**config.mk**
```make
export PLATFORM = sky130hd
export DESIGN_NAME = jtag_bus_master_flat
export DESIGN_NICKNAME = d
export VERILOG_FILES = /design/src/rtl/jtag_bus_master_if.sv /design/src/rtl/jtag_bus_master.sv /design/src/flat_wrapper.sv
export SDC_FILE = /design/constraint.sdc
export NUM_CORES = 1
export LEC_CHECK = 0
export BUFFER_PORTS_ARGS = -buffer_cell sky130_fd_sc_hd__buf_2
export CAP_MARGIN = 20
export CORE_MARGIN = 1.5
export CORE_UTILIZATION = 45
export DETAILED_ROUTE_END_ITERATION = 16
export GPL_TIMING_DRIVEN = 0
export PLACE_DENSITY = 0.77
export RECOVER_POWER = 25
export SYNTH_ARGS = -nofsm -noshare
export SYNTH_HDL_FRONTEND = slang
export SYNTH_SLANG_ARGS = --single-unit
```
**constraint.sdc**
```tcl
create_clock -name tck -period 3 [get_ports tck]
set_input_delay 0.9 -clock tck [delete_from_list [all_inputs] [get_ports tck]]
set_output_delay 0.9 -clock tck [all_outputs]
set_load 0.005 [all_outputs]
```
**src/rtl/jtag_bus_master_if.sv**
```systemverilog
// jtag_bus_master_if
//   Bus-side connection between the JTAG bus master and a simple
//   byte-wide slave.
//
//   bus_addr   master -> slave  current bus address
//   bus_wr     master -> slave  one-cycle registered write strobe
//   bus_wdata  master -> slave  write data, valid while bus_wr=1
//   bus_rd     master -> slave  combinational read strobe
//   bus_rdata  slave -> master  read data, valid in the cycle bus_rd=1
interface jtag_bus_master_if #(
  parameter int ADDR_WIDTH = 8
);
  logic [ADDR_WIDTH-1:0] bus_addr;
  logic                  bus_wr;
  logic [7:0]            bus_wdata;
  logic                  bus_rd;
  logic [7:0]            bus_rdata;

  modport master (
    output bus_addr, bus_wr, bus_wdata, bus_rd,
    input  bus_rdata
  );

  modport slave (
    input  bus_addr, bus_wr, bus_wdata, bus_rd,
    output bus_rdata
  );
endinterface

```
**src/rtl/jtag_bus_master.sv**
```systemverilog
// jtag_bus_master
//   Bridges a virtual JTAG (SLD) node to a byte-wide bus. The virtual IR
//   selects what a DR scan does: load the address register, stream write
//   bytes, stream read bytes (with prefetch), or report the byte count.
//
//   tck        in   the only clock
//   cpu_rstN   in   asynchronous active-low reset
//   ir_in      in   virtual IR value (0=ADDR 1=WRITE 2=READ 3=STATUS)
//   tdi        in   serial data in
//   vs_cdr     in   capture-DR state flag
//   vs_sdr     in   shift-DR state flag
//   vs_e1dr    in   exit1-DR state flag
//   tdo        out  serial data out (shift register bit 0)
//   ir_out     out  {2'b00, partial}; partial flags a discarded write byte
//   bus        master modport of jtag_bus_master_if
module jtag_bus_master #(
  parameter int ADDR_WIDTH = 8
) (
  input  logic                  tck,
  input  logic                  cpu_rstN,
  input  logic [2:0]            ir_in,
  input  logic                  tdi,
  input  logic                  vs_cdr,
  input  logic                  vs_sdr,
  input  logic                  vs_e1dr,
  output logic                  tdo,
  output logic [2:0]            ir_out,
  jtag_bus_master_if.master     bus
);

  typedef enum logic [2:0] {
    IR_ADDR   = 3'd0,
    IR_WRITE  = 3'd1,
    IR_READ   = 3'd2,
    IR_STATUS = 3'd3
  } ir_e;

  // Wide enough for both the address and a byte, so the address can be
  // zero-padded into the shift register and the shift register zero-padded
  // into the address regardless of ADDR_WIDTH.
  localparam int XW = (ADDR_WIDTH > 8) ? ADDR_WIDTH : 8;

  logic [7:0]            sr_q, sr_d;
  logic [2:0]            bit_cnt_q, bit_cnt_d;
  logic [ADDR_WIDTH-1:0] addr_q, addr_d;
  logic [7:0]            byte_cnt_q, byte_cnt_d;
  logic                  partial_q, partial_d;
  logic                  shifted_q, shifted_d;
  logic                  wr_q, wr_d;
  logic [7:0]            wdata_q, wdata_d;

  logic          is_addr, is_write, is_read, is_status;
  logic          last_bit;
  logic          rd;
  logic [1:0]    inc;
  logic [XW-1:0] addr_ext;
  logic [XW-1:0] sr_ext;

  assign is_addr   = (ir_in == IR_ADDR);
  assign is_write  = (ir_in == IR_WRITE);
  assign is_read   = (ir_in == IR_READ);
  assign is_status = (ir_in == IR_STATUS);
  assign last_bit  = (bit_cnt_q == 3'd7);

  // The read strobe fires at capture and again on the last bit of every
  // byte, so the next byte is already in hand when shifting resumes.
  // It is not gated by reset.
  assign rd = is_read && (vs_cdr || (vs_sdr && last_bit));

  assign addr_ext = XW'(addr_q);
  assign sr_ext   = XW'(sr_q);

  // A read and a completed write never coincide in a legal JTAG sequence,
  // but summing both keeps the address honest if they ever did.
  assign inc = {1'b0, rd} + {1'b0, wr_q};

  assign tdo           = sr_q[0];
  assign ir_out        = {2'b00, partial_q};
  assign bus.bus_addr  = addr_q;
  assign bus.bus_wr    = wr_q;
  assign bus.bus_wdata = wdata_q;
  assign bus.bus_rd    = rd;

  // Next-state logic for the scan datapath and bus side effects.
  always_comb begin
    sr_d       = sr_q;
    bit_cnt_d  = bit_cnt_q;
    addr_d     = addr_q + ADDR_WIDTH'(inc);
    byte_cnt_d = byte_cnt_q + 8'(inc);
    partial_d  = partial_q;
    shifted_d  = shifted_q;
    wr_d       = 1'b0;
    wdata_d    = wdata_q;

    if (vs_cdr) begin
      bit_cnt_d = 3'd0;
      shifted_d = 1'b0;
      if (is_addr)        sr_d = addr_ext[7:0];
      else if (is_read)   sr_d = bus.bus_rdata;
      else if (is_status) sr_d = byte_cnt_q;
      else                sr_d = 8'd0;
    end else if (vs_sdr) begin
      bit_cnt_d = bit_cnt_q + 3'd1;
      shifted_d = 1'b1;
      if (is_read && last_bit) sr_d = bus.bus_rdata;
      else                     sr_d = {tdi, sr_q[7:1]};
      if (is_write && last_bit) begin
        wr_d    = 1'b1;
        wdata_d = {tdi, sr_q[7:1]};
      end
    end else if (vs_e1dr) begin
      // Only a whole number of bytes (and at least one shift) loads the
      // address; the last byte shifted in is what ends up in sr.
      if (is_addr && (bit_cnt_q == 3'd0) && shifted_q) begin
        addr_d     = sr_ext[ADDR_WIDTH-1:0];
        byte_cnt_d = 8'd0;
        partial_d  = 1'b0;
      end
      if (is_write && (bit_cnt_q != 3'd0)) partial_d = 1'b1;
    end
  end

  // State registers; reset also drops any write queued for the next edge.
  always_ff @(posedge tck or negedge cpu_rstN) begin
    if (!cpu_rstN) begin
      sr_q       <= '0;
      bit_cnt_q  <= '0;
      addr_q     <= '0;
      byte_cnt_q <= '0;
      partial_q  <= 1'b0;
      shifted_q  <= 1'b0;
      wr_q       <= 1'b0;
      wdata_q    <= '0;
    end else begin
      sr_q       <= sr_d;
      bit_cnt_q  <= bit_cnt_d;
      addr_q     <= addr_d;
      byte_cnt_q <= byte_cnt_d;
      partial_q  <= partial_d;
      shifted_q  <= shifted_d;
      wr_q       <= wr_d;
      wdata_q    <= wdata_d;
    end
  end

endmodule

```
**src/flat_wrapper.sv**
```systemverilog
// flat-port wrapper written by rule: the top's interface ports become plain ports
module jtag_bus_master_flat 
#(
  parameter int ADDR_WIDTH = 8
)
  (tck, cpu_rstN, ir_in, tdi, vs_cdr, vs_sdr, vs_e1dr, tdo, ir_out, bus_bus_addr, bus_bus_wr, bus_bus_wdata, bus_bus_rd, bus_bus_rdata);
  jtag_bus_master_if #(.ADDR_WIDTH(ADDR_WIDTH)) bus_i ();
  input  logic tck;
  input  logic cpu_rstN;
  input  logic [2:0] ir_in;
  input  logic tdi;
  input  logic vs_cdr;
  input  logic vs_sdr;
  input  logic vs_e1dr;
  output logic tdo;
  output logic [2:0] ir_out;
  output wire logic [$bits(bus_i.bus_addr)-1:0] bus_bus_addr;
  output wire logic [$bits(bus_i.bus_wr)-1:0] bus_bus_wr;
  output wire logic [$bits(bus_i.bus_wdata)-1:0] bus_bus_wdata;
  output wire logic [$bits(bus_i.bus_rd)-1:0] bus_bus_rd;
  input wire logic [$bits(bus_i.bus_rdata)-1:0] bus_bus_rdata;
  assign bus_bus_addr = bus_i.bus_addr;
  assign bus_bus_wr = bus_i.bus_wr;
  assign bus_bus_wdata = bus_i.bus_wdata;
  assign bus_bus_rd = bus_i.bus_rd;
  assign bus_i.bus_rdata = bus_bus_rdata;
  jtag_bus_master #(.ADDR_WIDTH(ADDR_WIDTH)) u_core (.tck(tck), .cpu_rstN(cpu_rstN), .ir_in(ir_in), .tdi(tdi), .vs_cdr(vs_cdr), .vs_sdr(vs_sdr), .vs_e1dr(vs_e1dr), .tdo(tdo), .ir_out(ir_out), .bus(bus_i));
endmodule
```
==> flow_summary.yaml, run 1 <==
status:
  status: "finished with violations"
  failed_checks: "max-capacitance violations, max-slew violations"
critical_path:
  crit_type: "reg2reg"
  crit_fanout: 4
  end_kind: "register"
  cp.required_ns: 3.21
  reg2reg_setup_slack_ns: 0.20
  arrival_ns: 3.01
  cp-start-kind: "register"
yosys:
  yosysWarningCount: 0
  synth_enable_flop_cells: 0
  syn-instance-count: 216
  synthFlopType: "dfrtp_1"
  synth-seq-cells: 38
  ys_seq_area_frac: 0.438
  avgSynthCellArea_sq_um: 10.1
  synth_cell_types: 38
  netlist_area_sq_um: 2170
  async_reset_ff_frac: 1.00
sta:
  fin_crit_sh: 0.932
  layout_min_cycle_time_ns: 2.80
  skew_ns: 0.00467
  hold_violations: 0
  finalMaxSlewViolations: 39
  max_slew_margin: -0.386
  setup_viol_count_final: 0
  rsz0062_at_grt: "false"
  worstMarginPinSlew_ns: 2.08
  fmax_ghz: 0.358
floorplan:
  dieArea_sq_um: 5250
  start_util: 0.463
  core-area_sq_um: 4690
  die_y_um: 72.5
  ioPinCount: 39
  row_count: 25
  chipWidth_um: 72.5
drt:
  ant_nets: 0
  routedWlPerCell_um: 16.0
  drc: 0
  viasPerCell: 5.53
  drt_pass1_iterations: 4
  drt_iter0_drc: 113
  via_count: 1731
  drt_wl_total_um: 5010
global_routing:
  gr-usage-met3: 0.0528
  grt-ovfl-total: 0
  top_usage_layer: "met2"
  use_met1: 0.283
  grt_pass1_vias: 1667
  grt_use_met2: 0.300
  grt_usage: 0.204
  antenna_found_initial: 0
  grt_start_max_net_pins: 39
  grt_pass1_wl_um: 8010
placed_design:
  hpwl_um: 3670
  numPortBuffers: 35
  place_inst: 306
  place_congestion: 0.878
clocking:
  clkSinkCount: 38
  htree_num_levels: 2
  numCtsBuffers: 5
  cts_tree: "yes"
  post_cts_buffers: 0
  clk_latency_ns: 0.30
  clock_path_buffers: 2
  root_buffer: "clkbuf_8"
  clkTransAtPathRegs_ns: 0.07
min_path:
  hold_class: "reg2reg"
power_and_ir_drop:
  ir_worst_vdd_mv: 0.308
  finalPower_mw: 1.39
  p_per_area_nw_per_um2: 550
  leakagePower_nw: 1.19
cells_and_area:
  filler_cell_count: 416
  drive_above_1_share: 0.263
  diodes: 0
  area_growth_pct: 16.8
  layoutNonFillerInstCount: 313
  nets: 283
job:
  drv_cap: 1
[per-layer routing]
| metal | wire, um | part of all wire |
|---|---|---|
| met1 | 2320 | 0.46 |
| met2 | 2260 | 0.45 |
| met3 | 312 | 0.062 |
| met4 | 121 | 0.024 |
| met5 | 0 | 0 |
[per-stage QoR]
| step | worst slack (ns) | hold slack (ns) | util | setup TNS, ns | area [sq um] |
|---|---|---|---|---|---|
| floorplan | 0.180 | 0.460 | - | 0 | 2170 |
| global placement | 0.000877 | 0.480 | 0.515 | 0 | 2420 |
| detailed placement | -0.0495 | 0.488 | 0.515 | -0.131 | 2420 |
| CTS | 0.147 | 0.505 | 0.539 | 0 | 2530 |
| global route | 0.0142 | 0.511 | 0.541 | 0 | 2540 |
| finish | 0.204 | 0.497 | 0.541 | 0 | 2540 |
[cells by family after synthesis]
family	synth area share
buffers and inverters	0.0490
AOI/OAI and AO/OA	0.142
muxes	0.103
DFF	0.438
other	0.00173
and+or+nand+nor	0.169
xor gates and xnor gates	0.0565
adders and majority gates	0.0403
[path summary, 6_finish.rpt]
| kind | end | startpoint | depth (start not counted) |
|---|---|---|---|
| worst max-delay path | u_core.bus.bus_addr[3]$_DFF_PN0_ | u_core.bit_cnt_q[0]$_DFFE_PN0P_ | 12 |
| max in group asynchronous | u_core.bus.bus_wdata[6]$_DFFE_PN0P_ | cpu_rstN | 1 |
| worst min-delay path | u_core.shifted_q$_DFFE_PN0P_ | u_core.shifted_q$_DFFE_PN0P_ | 2 |
| min in group asynchronous | u_core.bus.bus_wdata[1]$_DFFE_PN0P_ | cpu_rstN | 1 |
| worst min register to register | u_core.shifted_q$_DFFE_PN0P_ | u_core.shifted_q$_DFFE_PN0P_ | 2 |
| worst max register to register | u_core.bus.bus_addr[3]$_DFF_PN0_ | u_core.bit_cnt_q[0]$_DFFE_PN0P_ | 12 |
[critical path, stage by stage (launching register included)]
cell     delay [ns]
dfrtp_1        0.42
ha_1           0.22
ha_1           0.21
a21o_1         0.25
and2_1         0.16
buf_4          0.15
xor2_1         0.16
ha_1           0.22
or2_2          0.29
a41oi_2        0.25
nor2b_1        0.09
xnor2_1        0.12
o21ai_0        0.17
[synthesized netlist by cell type, drive strengths merged, types with 2 or more instances]
master	instances	area, sq um
mux2i	10	100
mux2	11	124
xnor2	12	105
or3	3	18.8
o2bb2ai	3	26.3
and2	3	18.8
nand2	26	97.6
inv	4	15.0
o21ai	7	35.0
nor3	5	47.5
a21boi	2	15.0
nor2	22	82.6
nand2b	2	12.5
xor2	2	17.5
a21oi	11	55.1
nor3b	3	33.8
or2	2	12.5
o221ai	5	43.8
ha	7	87.6
buf	12	76.3
o22a	8	70.1
nand4	2	12.5
nor2b	4	25.0
a41oi	2	17.5
clkbuf	4	15.0
dfrtp	38	951
[sequential cells by signal, summed over array words and instances (netlist names)]
name and cells:
u_core.bus.bus_addr 8, u_core.partial_q 1, u_core.bus.bus_wdata 8, u_core.byte_cnt_q 8, u_core.bit_cnt_q 3, u_core.bus.bus_wr 1, u_core.sr_ext 8, u_core.shifted_q 1
[power breakdown]
group          internal, mW  switching, mW  total [mW]
sequential            0.581          0.100       0.682
clock                 0.266          0.180       0.446
combinational         0.139          0.127       0.266
total                 0.986          0.408        1.39
[layout by cell type (no fill, tap or decap), types with 4 or more instances in the layout]
cell	Yosys	routed
buf_4	5	5
ha_1	7	7
dfrtp_1	38	38
nor2b_1	4	4
mux2_2	10	10
mux2i_1	10	10
o21ai_0	7	7
clkbuf_8	0	6
xnor2_1	12	12
nand2_1	26	26
a21oi_1	11	11
o221ai_1	5	5
inv_1	4	4
o22a_1	8	8
buf_2	4	38
clkbuf_1	4	5
nor2_1	22	22
[timing repair]
action                                  4_1_cts  5_1_grt
endpoints found under the setup margin        0        3
hold buffers                                  0        0
resized for setup                             0        1
[cell type report]
type                       instances  area [sq um]  share of cell area
timing repair buffer              35           174              0.0686
multi-input combinational        159          1120               0.444
tap                               54          67.6              0.0266
sequential                        38           951               0.375
clock inverter                     1          30.0              0.0118
clock buffer                       6          82.6              0.0326
inverter                           4          15.0             0.00592
buffer                            16          91.3              0.0360
Power figures use the tool's default switching activity.
==> run 2: changes to the inputs <==
Settings changed: MAX_ROUTING_LAYER from default to met4.
==> flow_summary.yaml, run 2 (same netlist as run 1, synthesis figures left out) <==
cells_and_area:
  diodes: 0
  area_growth_pct: 16.8
  multi_input_area_sq_um: 1120
  final_cell_mix: "buf_2 (38), dfrtp_1 (38), nand2_1 (26), nor2_1 (22), xnor2_1 (12)"
  drive_above_1_share: 0.263
  regArea_sq_um: 951
  filler_cell_count: 416
  stdcell_area_sq_um: 2540
  fin_util: 0.541
  nets: 283
  layoutNonFillerInstCount: 313
drt:
  drc: 0
  routedWlPerCell_um: 15.9
  via_count: 1722
  drt_wl_total_um: 4980
  drt_pass1_iterations: 4
  viasPerCell: 5.50
  ant_nets: 0
  drt_iter0_drc: 111
floorplan:
  ioPinCount: 39
  start_util: 0.463
  die_y_um: 72.5
  row_count: 25
  core-area_sq_um: 4690
  chipWidth_um: 72.5
  dieArea_sq_um: 5250
clocking:
  root_buffer: "clkbuf_8"
  post_cts_buffers: 0
  ctsHoldBuffers: 0
  clk_latency_ns: 0.29
  numCtsBuffers: 5
  cts_tree: "yes"
  htree_num_levels: 2
  clkTransAtPathRegs_ns: 0.07
  clkSinkCount: 38
  clock_path_buffers: 2
sta:
  hold_violations: 0
  whs_ns: 0.496
  fmax_ghz: 0.359
  setup_viol_count_final: 0
  skew_ns: 0.00408
  layout_min_cycle_time_ns: 2.78
  finalMaxSlewViolations: 39
  rsz0062_at_grt: "false"
  setup_ws_ns: 0.215
  fin_crit_sh: 0.928
  max_slew_margin: -0.383
  setup_tns_ns: 0
  worstMarginPinSlew_ns: 2.08
critical_path:
  cp-start-kind: "register"
  crit_type: "reg2reg"
  cp.required_ns: 3.21
  crit_fanout: 4
  arrival_ns: 2.99
  end_kind: "register"
power_and_ir_drop:
  p_per_area_nw_per_um2: 548
  finalPower_mw: 1.39
  ir_worst_vdd_mv: 0.306
  leakagePower_nw: 1.19
placed_design:
  place_congestion: 0.893
  placed_area_sq_um: 2420
  dp_slack_ns: -0.0495
  place_inst: 306
  hpwl_um: 3670
  numPortBuffers: 35
status:
  failed_checks: "max-capacitance violations, max-slew violations"
  status: "finished with violations"
min_path:
  hold_class: "reg2reg"
job:
  drv_cap: 1
global_routing:
  antenna_found_initial: 0
  grt_pass1_wl_um: 8020
  grt-ovfl-total: 0
  grt_start_max_net_pins: 39
  grt_usage: 0.210
  grt_pass1_vias: 1659
run 2: worst max-delay path: stages (launching register included):
cell and delay [ns]:
dfrtp_1 0.42, ha_1 0.22, ha_1 0.21, a21o_1 0.25, and2_1 0.16, buf_4 0.15, xor2_1 0.16, ha_1 0.22
or2_2 0.29, a41oi_2 0.25, nor2b_1 0.09, xnor2_1 0.12, o21ai_0 0.17
run 2: routing by layer:
metal	part of all wire	track usage	routed length (um)	vias to the layer above
met5	0	-	0	-
met4	0.022	0.0922	112	0
met3	0.071	0.0514	356	13
met2	0.45	0.296	2260	68
met1	0.45	0.287	2260	808
li1	-	-	-	833
run 2: area by class of cell:
class	count	share of cell area
Multi-Input combinational cell	159	0.444
Sequential cell	38	0.375
Timing Repair Buffer	35	0.0686
Buffer	16	0.0360
Clock buffer	6	0.0326
Tap cell	54	0.0266
Clock inverter	1	0.0118
Inverter	4	0.00592
run 2: where the power goes:
part / internal, mW / switching [mW]
Sequential: 0.581 / 0.0997
Combinational: 0.139 / 0.127
Clock: 0.266 / 0.178
run 2: what timing repair did:
item                                    4_1_cts  5_1_grt
endpoints found under the setup margin        0        3
resized for setup                             0        1
hold endpoints to repair                      0        0
run 2: path summary, 6_finish.rpt:
kind                       slack [ns]                             endpoint                            start  cells past startpoint
setup / recovery                 0.22     u_core.bus.bus_addr[3]$_DFF_PN0_  u_core.bit_cnt_q[0]$_DFFE_PN0P_                     12
hold / removal                   0.50         u_core.shifted_q$_DFFE_PN0P_     u_core.shifted_q$_DFFE_PN0P_                      2
setup reg to reg                 0.22     u_core.bus.bus_addr[3]$_DFF_PN0_  u_core.bit_cnt_q[0]$_DFFE_PN0P_                     12
hold reg to reg                  0.50         u_core.shifted_q$_DFFE_PN0P_     u_core.shifted_q$_DFFE_PN0P_                      2
max in group asynchronous        0.62       u_core.byte_cnt_q[7]$_DFF_PN0_                         cpu_rstN                      1
min in group asynchronous        1.20  u_core.bus.bus_wdata[1]$_DFFE_PN0P_                         cpu_rstN                      1
==> run 3: changes to the inputs <==
Settings changed: CELL_PAD_IN_SITES_DETAIL_PLACEMENT from default to 0, CELL_PAD_IN_SITES_GLOBAL_PLACEMENT from default to 2, CORE_UTILIZATION 45 to 35, PLACE_DENSITY 0.77 to 0.89.
==> flow_summary.yaml, run 3 (same netlist as run 1, synthesis figures left out) <==
power_and_ir_drop:
  p_comb_frac: 0.175
  p_per_area_nw_per_um2: 568
  finalPower_mw: 1.48
  power.internal_mw: 1.05
  swShare: 0.286
  switchingPower_mw: 0.423
  p_clk_frac: 0.362
  leakagePower_nw: 1.20
  ir_worst_vdd_mv: 0.289
  p_seq_frac: 0.462
drt:
  routedWlPerCell_um: 15.9
  drt_wl_total_um: 5320
  ant_nets: 0
  highest_layer: "met4"
  via_count: 1729
  met1_length_um: 2640
  viasPerCell: 5.16
  dr_wl_met3_um: 278
  wl_met2_um: 2310
  drt_iter0_drc: 119
  drc: 0
  drt_pass1_iterations: 4
sta:
  setup_tns_ns: 0
  fin_crit_sh: 0.944
  finalMaxSlewViolations: 39
  hold_violations: 0
  max_slew_margin: -0.393
  setup_viol_count_final: 0
  fmax_ghz: 0.353
  rsz0062_at_grt: "false"
  skew_ns: 0.00858
  worstMarginPinSlew_ns: 2.09
  layout_min_cycle_time_ns: 2.83
global_routing:
  grt-ovfl-total: 0
  grt_pass1_vias: 1604
  grt_pass1_wl_um: 8550
  grt_start_max_net_pins: 39
  antenna_found_initial: 0
  grt_usage: 0.182
placed_design:
  hpwl_um: 3780
  numPortBuffers: 35
  place_inst: 327
  place_congestion: 0.835
status:
  failed_checks: "max-capacitance violations, max-slew violations"
  status: "finished with violations"
critical_path:
  end_kind: "register"
  cp-start-kind: "register"
  crit_fanout: 4
  path_cells: "ha_1, ha_1, a21o_1, and2_1, buf_4, xor2_1, ha_1, or2_2, a41oi_2, nor3b_1, xnor2_1, o21ai_0"
  arrival_ns: 3.05
  cpPeakStageDelay_ns: 0.42
  cp.required_ns: 3.22
  cpMaxStageDelayCell: "dfrtp_1"
  crit_type: "reg2reg"
  cp_common_cell: "ha_1"
min_path:
  hold_class: "reg2reg"
cells_and_area:
  nets: 283
  layoutNonFillerInstCount: 335
  filler_cell_count: 618
  drive_above_1_share: 0.269
  final_cell_mix: "buf_2 (38), dfrtp_1 (38), nand2_1 (26), nor2_1 (22), xnor2_1 (12)"
  area_growth_pct: 19.5
  regArea_sq_um: 951
  diodes: 0
  multi_input_area_sq_um: 1130
floorplan:
  chipWidth_um: 81.8
  die_y_um: 81.8
  row_count: 28
  dieArea_sq_um: 6680
  start_util: 0.364
  ioPinCount: 39
  core-area_sq_um: 5960
clocking:
  htree_num_levels: 2
  clkSinkCount: 38
  ctsHoldBuffers: 0
  numCtsBuffers: 5
  cts_tree: "yes"
  clk_latency_ns: 0.30
  clock_path_buffers: 2
  clkTransAtPathRegs_ns: 0.09
  root_buffer: "clkbuf_8"
job:
  drv_cap: 1
## run 3: changes by cell type in the layout (fill, tap and decap cells not counted), sizes merged
cell	change
clkbuf	-1
bufinv	+1
clkinv	+1
## run 3: worst max-delay path: cells and delay by family, from the launching register on
kind	cells	cell delay, ns
and+or+nand+nor	3	0.55
xor gates and xnor gates	2	0.29
DFF	1	0.42
AOI/OAI and AO/OA	3	0.67
buffers and inverters	1	0.15
adders and majority gates	3	0.66
## run 3: final timing paths
check,startpoint,end,slack [ns],depth (start not counted)
worst max-delay path,u_core.bit_cnt_q[0]$_DFFE_PN0P_,u_core.bus.bus_addr[7]$_DFF_PN0_,0.17,12
worst min-delay path,u_core.shifted_q$_DFFE_PN0P_,u_core.shifted_q$_DFFE_PN0P_,0.50,2
worst max register to register,u_core.bit_cnt_q[0]$_DFFE_PN0P_,u_core.bus.bus_addr[7]$_DFF_PN0_,0.17,12
worst min register to register,u_core.shifted_q$_DFFE_PN0P_,u_core.shifted_q$_DFFE_PN0P_,0.50,2
max in group asynchronous,cpu_rstN,u_core.sr_ext[3]$_DFFE_PN0P_,0.60,1
min in group asynchronous,cpu_rstN,u_core.bus.bus_wdata[4]$_DFFE_PN0P_,1.19,1
## run 3: repair_timing
item	4_1_cts	5_1_grt
buffers inserted	0	0
setup endpoints to repair	0	3
resized for setup	0	2
## run 3: layout make-up
class | count | share of cell area
Clock inverter | 3 | 0.0265
Timing Repair Buffer | 35 | 0.0670
Clock buffer | 5 | 0.0265
Buffer | 16 | 0.0352
Tap cell | 75 | 0.0362
Sequential cell | 38 | 0.366
Multi-Input combinational cell | 159 | 0.436
Inverter | 4 | 0.00579
## run 3: routing by layer
| layer | GRT usage | vias up |
|---|---|---|
| met2 | 0.257 | 49 |
| met1 | 0.259 | 835 |
| met3 | 0.0333 | 8 |
| met5 | - | - |
| li1 | - | 837 |
| met4 | 0.0661 | 0 |
## run 3: through the flow
step                setup slack [ns]  hold WS (ns)  cell area [sq um]  utilization
global placement             -0.0835         0.477               2440        0.410
global route                 0.00746         0.532               2590        0.436
floorplan                      0.180         0.460               2170            -
detailed placement            -0.108         0.485               2440        0.410
CTS                           0.0883         0.504               2580        0.433
finish                         0.169         0.501               2590        0.436
## run 3: power by group through the flow
stage | combinational [mW] | sequential [mW] | clock [mW]
global placement | 0.255 | 0.691 | 0
detailed placement | 0.259 | 0.692 | 0
global route | 0.295 | 0.696 | 0.566
finish | 0.259 | 0.682 | 0.534
CTS | 0.262 | 0.682 | 0.544
floorplan | 0.168 | 0.663 | 0
